File: src/rtl/mac_tx_arb_pkg.sv
// Shared definitions for the MAC TX arbiter: state encoding, default inter-frame gap
// and the width of the per-requester completed-frame counters.
package mac_tx_arb_pkg;

  typedef enum logic [1:0] {
    ST_IDLE  = 2'd0,
    ST_BEGIN = 2'd1,
    ST_SEND  = 2'd2,
    ST_GAP   = 2'd3
  } tx_state_e;

  localparam int IFG_CYCLES_DEF = 12;
  localparam int FRAME_CNT_W    = 16;

endpackage

File: src/rtl/tx_rr_pick.sv
// Combinational round-robin picker: first requester above ptr_i (with wrap) wins,
// so the previous winner sits at lowest priority.
module tx_rr_pick #(
  parameter int N_REQ = 2,
  parameter int IDX_W = 1
) (
  input  logic [N_REQ-1:0] req_i,
  input  logic [IDX_W-1:0] ptr_i,
  output logic [N_REQ-1:0] win_oh_o,
  output logic [IDX_W-1:0] win_idx_o,
  output logic             win_vld_o
);

  int   cand;
  logic hit;

  // scan ptr_i+1 .. ptr_i+N_REQ modulo N_REQ, keep the first hit
  always_comb begin
    win_oh_o  = {N_REQ{1'b0}};
    win_idx_o = {IDX_W{1'b0}};
    win_vld_o = 1'b0;
    cand      = 0;
    hit       = 1'b0;
    for (int k = 1; k <= N_REQ; k++) begin
      cand = int'(ptr_i) + k;
      cand = (cand >= N_REQ) ? (cand - N_REQ) : cand;
      for (int j = 0; j < N_REQ; j++) begin
        hit         = !win_vld_o && req_i[j] && (j == cand);
        win_oh_o[j] = win_oh_o[j] | hit;
        win_idx_o   = hit ? IDX_W'(j) : win_idx_o;
        win_vld_o   = win_vld_o | hit;
      end
    end
  end

endmodule

File: src/rtl/mac_tx_arbiter.sv
// Frame-granular round-robin arbiter sharing one MAC TX byte port between N_REQ FWFT queues.
// Define TX_ARB_STATS_EN to build the per-requester completed-frame counters.
module mac_tx_arbiter
  import mac_tx_arb_pkg::*;
#(
  parameter int N_REQ      = 2,
  parameter int DATA_W     = 8,
  parameter int IFG_CYCLES = IFG_CYCLES_DEF
) (
  input  logic                         clk,
  input  logic                         rst,
  input  logic [N_REQ*DATA_W-1:0]      req_data,
  input  logic [N_REQ-1:0]             req_empty,
  input  logic [N_REQ-1:0]             req_last,
  output logic [N_REQ-1:0]             req_read,
  output logic [N_REQ-1:0]             req_abort,
  output logic [DATA_W-1:0]            mac_tx_data,
  output logic                         mac_tx_dvld,
  input  logic                         mac_tx_ack,
  input  logic                         mac_tx_underrun,
  output logic [N_REQ-1:0]             grant,
  output logic                         busy,
  output logic [N_REQ*FRAME_CNT_W-1:0] frame_cnt
);

  localparam int         IDX_W    = (N_REQ > 1) ? $clog2(N_REQ) : 1;
  localparam logic [7:0] GAP_LOAD = 8'(IFG_CYCLES - 1);

  tx_state_e        state_q, state_d;
  logic [N_REQ-1:0] grant_q, grant_d;
  logic [IDX_W-1:0] rr_ptr_q, rr_ptr_d;
  logic [7:0]       gap_q, gap_d;

  logic [N_REQ-1:0] pick_oh_s;
  logic [IDX_W-1:0] pick_idx_s;
  logic             pick_vld_s;
  logic             g_last_s;

  tx_rr_pick #(.N_REQ(N_REQ), .IDX_W(IDX_W)) u_pick (
    .req_i     (~req_empty),
    .ptr_i     (rr_ptr_q),
    .win_oh_o  (pick_oh_s),
    .win_idx_o (pick_idx_s),
    .win_vld_o (pick_vld_s)
  );

  assign g_last_s = |(req_last & grant_q);

  // state register
  always_ff @(posedge clk) begin
    if (rst) begin
      state_q  <= ST_IDLE;
      grant_q  <= {N_REQ{1'b0}};
      rr_ptr_q <= IDX_W'(N_REQ - 1);
      gap_q    <= 8'd0;
    end else begin
      state_q  <= state_d;
      grant_q  <= grant_d;
      rr_ptr_q <= rr_ptr_d;
      gap_q    <= gap_d;
    end
  end

  // next-state: underrun preempts ack and req_last in both active states
  always_comb begin
    state_d  = state_q;
    grant_d  = grant_q;
    rr_ptr_d = rr_ptr_q;
    gap_d    = gap_q;
    case (state_q)
      ST_IDLE: begin
        if (pick_vld_s) begin
          grant_d  = pick_oh_s;
          rr_ptr_d = pick_idx_s;
          state_d  = ST_BEGIN;
        end else begin
          state_d  = ST_IDLE;
        end
      end
      ST_BEGIN, ST_SEND: begin
        if (mac_tx_underrun || (g_last_s && (mac_tx_ack || (state_q == ST_SEND)))) begin
          state_d = ST_GAP;
          grant_d = {N_REQ{1'b0}};
          gap_d   = GAP_LOAD;
        end else if (mac_tx_ack || (state_q == ST_SEND)) begin
          state_d = ST_SEND;
        end else begin
          state_d = ST_BEGIN;
        end
      end
      ST_GAP: begin
        if (gap_q == 8'd0) begin
          state_d = ST_IDLE;
        end else begin
          gap_d   = gap_q - 8'd1;
        end
      end
      default: begin
        state_d = ST_IDLE;
        grant_d = {N_REQ{1'b0}};
      end
    endcase
  end

  // outputs: handshake strobes and byte mux of the owning queue
  always_comb begin
    mac_tx_dvld = (state_q == ST_BEGIN) || (state_q == ST_SEND);
    req_read    = {N_REQ{1'b0}};
    req_abort   = {N_REQ{1'b0}};
    mac_tx_data = {DATA_W{1'b0}};
    if (mac_tx_dvld && mac_tx_underrun) begin
      req_abort = grant_q;
    end else if ((state_q == ST_SEND) || ((state_q == ST_BEGIN) && mac_tx_ack)) begin
      req_read  = grant_q;
    end else begin
      req_read  = {N_REQ{1'b0}};
    end
    for (int i = 0; i < N_REQ; i++) begin
      mac_tx_data = mac_tx_data | (req_data[i*DATA_W +: DATA_W] & {DATA_W{grant_q[i]}});
    end
  end

  assign grant = grant_q;
  assign busy  = (state_q != ST_IDLE);

`ifdef TX_ARB_STATS_EN
  logic                   frame_done_s;
  logic [FRAME_CNT_W-1:0] cnt_q [N_REQ];

  assign frame_done_s = !mac_tx_underrun && g_last_s &&
                        ((state_q == ST_SEND) || ((state_q == ST_BEGIN) && mac_tx_ack));

  // completed-frame counters, wrap naturally at the counter width
  always_ff @(posedge clk) begin
    for (int i = 0; i < N_REQ; i++) begin
      if (rst) begin
        cnt_q[i] <= {FRAME_CNT_W{1'b0}};
      end else if (frame_done_s && grant_q[i]) begin
        cnt_q[i] <= cnt_q[i] + {{(FRAME_CNT_W-1){1'b0}}, 1'b1};
      end else begin
        cnt_q[i] <= cnt_q[i];
      end
    end
  end

  always_comb begin
    frame_cnt = {(N_REQ*FRAME_CNT_W){1'b0}};
    for (int i = 0; i < N_REQ; i++) begin
      frame_cnt[i*FRAME_CNT_W +: FRAME_CNT_W] = cnt_q[i];
    end
  end
`else
  assign frame_cnt = {(N_REQ*FRAME_CNT_W){1'b0}};
`endif

endmodule
File: config.mk
export PLATFORM = sky130hd
export DESIGN_NAME = mac_tx_arbiter
export DESIGN_NICKNAME = d
export VERILOG_FILES = /design/src/rtl/mac_tx_arb_pkg.sv /design/src/rtl/tx_rr_pick.sv /design/src/rtl/mac_tx_arbiter.sv
export SDC_FILE = /design/constraint.sdc
export NUM_CORES = 1
export LEC_CHECK = 0
export CORE_UTILIZATION = 37
export CTS_BUF_LIST = sky130_fd_sc_hd__clkbuf_8 sky130_fd_sc_hd__clkbuf_16
export DETAILED_ROUTE_END_ITERATION = 12
export GPL_TIMING_DRIVEN = 0
export PLACE_DENSITY_LB_ADDON = 0.1
export SLEW_MARGIN = 20
export SYNTH_ARGS = -nofsm -noshare
export SYNTH_HDL_FRONTEND = slang
export SYNTH_SLANG_ARGS = --single-unit
File: constraint.sdc
create_clock -name clk -period 2.5 [get_ports clk]
set_input_delay 0.5 -clock clk [delete_from_list [all_inputs] [get_ports clk]]
set_output_delay 0.5 -clock clk [all_outputs]
set_load 0.05 [all_outputs]
==> results of run 1 <==
cell families (layout without fill, tap and decap cells):
| kind of cell | count (synthesis) | count (layout) |
|---|---|---|
| and+or+nand+nor | 36 | 36 |
| DFF | 13 | 13 |
| other | 1 | 32 |
| AOI/OAI and AO/OA | 42 | 42 |
| muxes | 3 | 3 |
| adders and majority gates | 6 | 6 |
| buffers and inverters | 45 | 87 |
path summary, 6_finish.rpt:
check | start | slack (ps) | depth (start not counted) | endpoint
min | gap_q[0] | 500 | 1 | gap_q[0]
min reg2reg | gap_q[0] | 500 | 1 | gap_q[0]
max | state_q[0] | 90 | 5 | req_abort[1]
max reg2reg | state_q[0] | 320 | 7 | gap_q[7]
routing by layer:
metal,track usage (%),part of all wire [%],wire length [um]
met1,23.4,43,1320
met2,28.7,51,1560
met5,0,0,0
met4,6.12,1.6,49
met3,3.96,4.7,144
registers in the layout, indices dropped and copies added (netlist names):
signal,count
gap_q,8
rr_ptr_q,1
state_q,2
grant,2
placed cells by master (no fill, tap or decap), types with 2 or more instances in the layout:
cell             instances
conb_1                  32
a21oi_1                 11
clkbuf_1                 2
mux2_2                   2
and3_2                   2
and3_1                   2
dfxtp_1                 13
clkdlybuf4s50_1         25
o31ai_1                  4
or4_2                    2
or4_1                    3
ha_1                     6
or4b_1                   2
a31oi_1                  2
nor2_1                  11
clkbuf_8                 3
dlymetal6s2s_1           5
o41ai_1                  2
o21ai_0                  5
dlygate4sd2_1            6
buf_4                   33
nand2_1                  2
a211oi_1                 3
clkdlybuf4s15_2          2
inv_1                    8
a22o_1                   8
and2_1                   3
synthesized netlist by cell type (all sizes together), types with 3 or more instances:
cell type | number | area (um^2)
a211oi | 3 | 22.5
a21oi | 11 | 55.1
a22o | 8 | 70.1
and2 | 3 | 18.8
and3 | 4 | 27.5
buf | 35 | 264
clkbuf | 3 | 12.5
dfxtp | 13 | 260
ha | 6 | 75.1
inv | 7 | 26.3
nor2 | 12 | 52.6
o21ai | 5 | 25.0
o31ai | 4 | 30.0
or4 | 5 | 40.0
worst reg2reg max path, delay by kind of cell (launching register included):
kind,cells,cell delay [ps]
DFF,1,380
AOI/OAI and AO/OA,1,140
and+or+nand+nor,2,560
muxes,1,380
adders and majority gates,1,340
buffers and inverters,2,270
report_power, final:
| part | switching, mW | leakage (nW) | total, mW | internal, mW |
|---|---|---|---|---|
| Combinational | 0.318 | 0.805 | 0.506 | 0.188 |
| Sequential | 0.0327 | 0.107 | 0.269 | 0.236 |
| Clock | 0.0826 | 0.0269 | 0.191 | 0.109 |
metrics by stage:
| step | utilization, % | hold WS (ps) |
|---|---|---|
| final | 58.9 | 498 |
| after global routing | 58.9 | 541 |
| after CTS | 58.5 | 501 |
| after detailed placement | 57.2 | 491 |
| after global placement | 57.2 | 481 |
| after floorplan | - | 452 |
area by class of cell:
type,count,area [um^2]
plain buffers,38,277
clock buffers,3,41.3
clock inverters,1,3.75
fillers,298,1250
inverters,7,26.3
multi-input cells,119,747
flip-flops and latches,13,260
well taps,44,55.1
repair buffers,38,388
==> results.json, run 1 <==
{
  "ctsHoldBuffers": 0,
  "finalSetupViolations": 0,
  "worstPathArrival_ps": 1910,
  "setup.worst_path.start_class": "flip-flop",
  "ys_seq_elements": 13,
  "dr.pass1.iters": 4,
  "yosys.area_share.xor_xnor_pct": 0,
  "dp_hpwl_um": 2510,
  "gp_congestion": 0.945,
  "drive_above_1_share_pct": 23.3,
  "ir_drop_mv": 0.397,
  "synth_edf_count": 0,
  "finalSetupTns_ps": 0,
  "synth_cell_types": 42,
  "cp_cell_sequence": "inv_1 -> ha_1 -> buf_6 -> and3_2 -> dlygate4sd2_1",
  "async_flop_share_pct": 0,
  "critPathKind": "flip-flop to output pin",
  "drc": 0,
  "clock_sinks": 13,
  "viasPerCell": 4.62,
  "die_h_um": 58.8,
  "run_status": "completed",
  "via_count": 1216,
  "p_leak_nw": 0.939,
  "ys_warn_count": 0,
  "track_usage_pct": 17.8,
  "slew_viol_final": 0,
  "end_kind": "output pin",
  "synthCells": 146,
  "die_x_um": 58.8,
  "wl_um": 3070,
  "tightest_slew_ps": 666,
  "ant_nets": 0,
  "rsz0062_at_grt": "no",
  "htree_levels": 1,
  "hold_class": "flip-flop to flip-flop",
  "syn2layout_area_growth_pct": 50.6,
  "final_cell_area_um2": 1800,
  "clockRootBuffer": "clkbuf_8",
  "finalHoldViolCount": 0,
  "path_buf_inv": 3,
  "drv_cap": 0,
  "grt_pass1_vias": 987,
  "drt_iter0_drc": 24,
  "cts.reportedPaths.clkPinSlew_ps": 60,
  "fin_cells": 263,
  "placed_area_um2": 1750,
  "syn_area_um2": 1190,
  "p_per_area_nw_per_um2": 538,
  "cts_setup_buffers": 0,
  "dieArea_um2": 3460,
  "synthAdderAreaFrac_pct": 6.29,
  "max_stage_delay_ps": 520,
  "tritoncts": "done",
  "synth-compound-area-share_pct": 24.3,
  "dp_slack_ps": -193,
  "diodes": 0,
  "cp_top_family": "buffers and inverters",
  "fin_crit_ps": 2410,
  "grt_first_pass_wirelength_um": 4700,
  "synthSimpleGateAreaFrac_pct": 19.2,
  "muxShareOfSynthArea_pct": 2.73,
  "relSlewSlack_pct": 55.2,
  "grt_start_max_net_pins": 11,
  "clock_latency_ps": 250,
  "initial_core_util_pct": 39.1,
  "grt_remaining_overflow": 0,
  "synth_flop_cell": "dfxtp_1",
  "clock_path_buffers": 2,
  "syn_area_per_cell_um2": 8.18,
  "wl_per_cell_um": 11.7,
  "ys_seq_area_share_pct": 21.8,
  "synth_top_family_by_area": "buffers and inverters",
  "port-buffer-count": 38,
  "fmax_mhz": 415,
  "slowest_stage": "dlygate4sd2_1",
  "clock_skew_ps": 0.743,
  "crit_fanout": 10,
  "core.rowCount": 20,
  "cts_buffers": 3,
  "post-route-period-util_pct": 96.3,
  "antenna_found_initial": 0,
  "cts_resized": 12,
  "nNetsFinal": 250,
  "fin_ws_ps": 91.6,
  "coreArea_um2": 3050,
  "worst_ep_required_time_ps": 2000,
  "io_pins": 72,
  "placed_cells_incl_taps": 259,
  "p_total_mw": 0.967
}
No activity file was read; power rests on OpenSTA's default activity.
==> run 2: changes to the inputs <==
CAP_MARGIN = 10   (was unset)
PLACE_DENSITY = 0.79   (was unset)
PLACE_DENSITY_LB_ADDON = unset   (was 0.1)
==> run 2 against run 1 <==
Net effect:
- utilization decreased by 0.41 points
- clock-buffer cell count unchanged
- global-route usage shrank 1.4 points
- clock skew rose by 5.4 ps
- final cell count stayed put
- via count is 7.4% lower
- critical path depth stayed put
- critical endpoint unchanged
- sequential share of layout area grew 0.10 points
- highest routed layer unchanged
- sequential power barely moved
==> results.json, run 2 (synthesis results as in run 1) <==
{
  "setup.worst_path.start_class": "flip-flop",
  "hold_ws_ps": 492,
  "crit_fanout": 10,
  "slowest_stage": "dlygate4sd2_1",
  "drv_cap": 0,
  "track_usage_pct": 16.4,
  "cts_setup_buffers": 0,
  "relSlewSlack_pct": 54.8,
  "grt_remaining_overflow": 0,
  "slew_viol_final": 0,
  "grt_first_pass_wirelength_um": 4370,
  "viasPerCell": 4.28,
  "antenna_found_initial": 0,
  "diodes": 0,
  "wl_per_cell_um": 10.8,
  "p_per_area_nw_per_um2": 540,
  "finalSetupViolations": 0,
  "fin_crit_ps": 2400,
  "largest_register_ffs": 8,
  "worst_ep_required_time_ps": 2000,
  "dieArea_um2": 3460,
  "die_h_um": 58.8,
  "internal-power_mw": 0.535,
  "fmax_mhz": 417,
  "grt_pass1_vias": 950,
  "gp_congestion": 0.873,
  "post-route-period-util_pct": 96.0,
  "p_sw_mw": 0.428,
  "tightest_slew_ps": 672,
  "wl_um": 2850,
  "io_pins": 72,
  "ctsHoldBuffers": 0,
  "core.rowCount": 20,
  "topRoutingLayerUsed": "met4",
  "clock_latency_ps": 250,
  "layout_commonest_cell": "buf_4",
  "cts_buffers": 3,
  "critPathKind": "flip-flop to output pin",
  "coreArea_um2": 3050,
  "htree_levels": 1,
  "grt_start_max_net_pins": 11,
  "multiInputGateArea_um2": 747,
  "wl_met3_um": 148,
  "via_count": 1126,
  "dp_slack_ps": -166,
  "dp_hpwl_um": 2350,
  "met1_length_um": 1320,
  "fin_util_pct": 58.5,
  "drt_iter0_drc": 23,
  "max_stage_delay_ps": 520,
  "regArea_um2": 260,
  "power_frac_comb_pct": 52.4,
  "final_cell_area_um2": 1790,
  "p_leak_nw": 0.922,
  "final_cell_mix": "buf_4 (33), conb_1 (32), clkdlybuf4s50_1 (26), dfxtp_1 (13)",
  "cp_cell_sequence": "inv_1 -> ha_1 -> buf_6 -> and3_2 -> dlygate4sd2_1",
  "cts.reportedPaths.clkPinSlew_ps": 50,
  "ant_nets": 0,
  "nNetsFinal": 250,
  "dr.pass1.iters": 4,
  "run_status": "completed",
  "fillers": 296,
  "top_register": "gap_q",
  "die_x_um": 58.8,
  "drc": 0,
  "clock_power_share_pct": 19.8,
  "finalHoldViolCount": 0,
  "dr_wl_met2_um": 1360,
  "switching_share_pct": 44.5,
  "drive_above_1_share_pct": 23.7,
  "clock_path_buffers": 2,
  "port-buffer-count": 38,
  "end_kind": "output pin",
  "tritoncts": "done",
  "placed_area_um2": 1750,
  "initial_core_util_pct": 39.1,
  "syn2layout_area_growth_pct": 49.6,
  "clockRootBuffer": "clkbuf_8",
  "rsz0062_at_grt": "no",
  "worstPathArrival_ps": 1900,
  "fin_ws_ps": 99.9,
  "ir_drop_mv": 0.395,
  "clock_skew_ps": 6.11,
  "hold_class": "flip-flop to flip-flop",
  "seq_power_share_pct": 27.7,
  "clock_sinks": 13
}
==> run 2: metrics by stage <==
step,setup TNS [ps],power (mW),std cells
after detailed placement,-493,0.781,259
after floorplan,0,0.659,177
after global placement,-510,0.777,259
final,0,0.963,263
after global routing,0,1.02,263
after CTS,0,0.969,263
==> run 2: worst paths after layout <==
path                            slack, ps  depth (start not counted)  startpoint           end
worst min register to register        490                          1    gap_q[0]      gap_q[0]
worst max-delay path                  100                          5  state_q[0]  req_abort[1]
worst max register to register        390                          7  state_q[0]      gap_q[2]
worst min-delay path                  490                          1    gap_q[0]      gap_q[0]
==> run 2: final cells by class <==
type                       instances  area share, %
multi-input combinational        119           41.8
timing repair buffer              38           21.0
buffer                            38           15.5
sequential                        13           14.6
tap                               44           3.08
clock buffer                       3           2.31
inverter                           7           1.47
clock inverter                     1          0.280
==> run 2: worst max-delay path, delay by kind of cell, from the launching register on <==
family | cells | cell delay, ps
simple gates | 1 | 170
buf+inv | 3 | 760
flops | 1 | 380
fa+ha+maj | 1 | 340
==> run 2: layer usage <==
layer,track usage [%],up-vias
met5,0,-
met4,4.76,0
met3,3.52,4
met2,25.8,32
met1,22.6,476
li1,-,614
==> run 2: what timing repair did <==
action	CTS	global route
cloned	0	0
gates resized for setup	10	7
endpoints found under the setup margin	8	7
==> run 2: power by group through the flow <==
stage / combinational [mW] / sequential, mW / clock, mW
global placement: 0.507 / 0.270 / 0
global route: 0.541 / 0.272 / 0.207
finish: 0.505 / 0.267 / 0.191
CTS: 0.506 / 0.267 / 0.197
detailed placement: 0.510 / 0.271 / 0
floorplan: 0.384 / 0.274 / 0
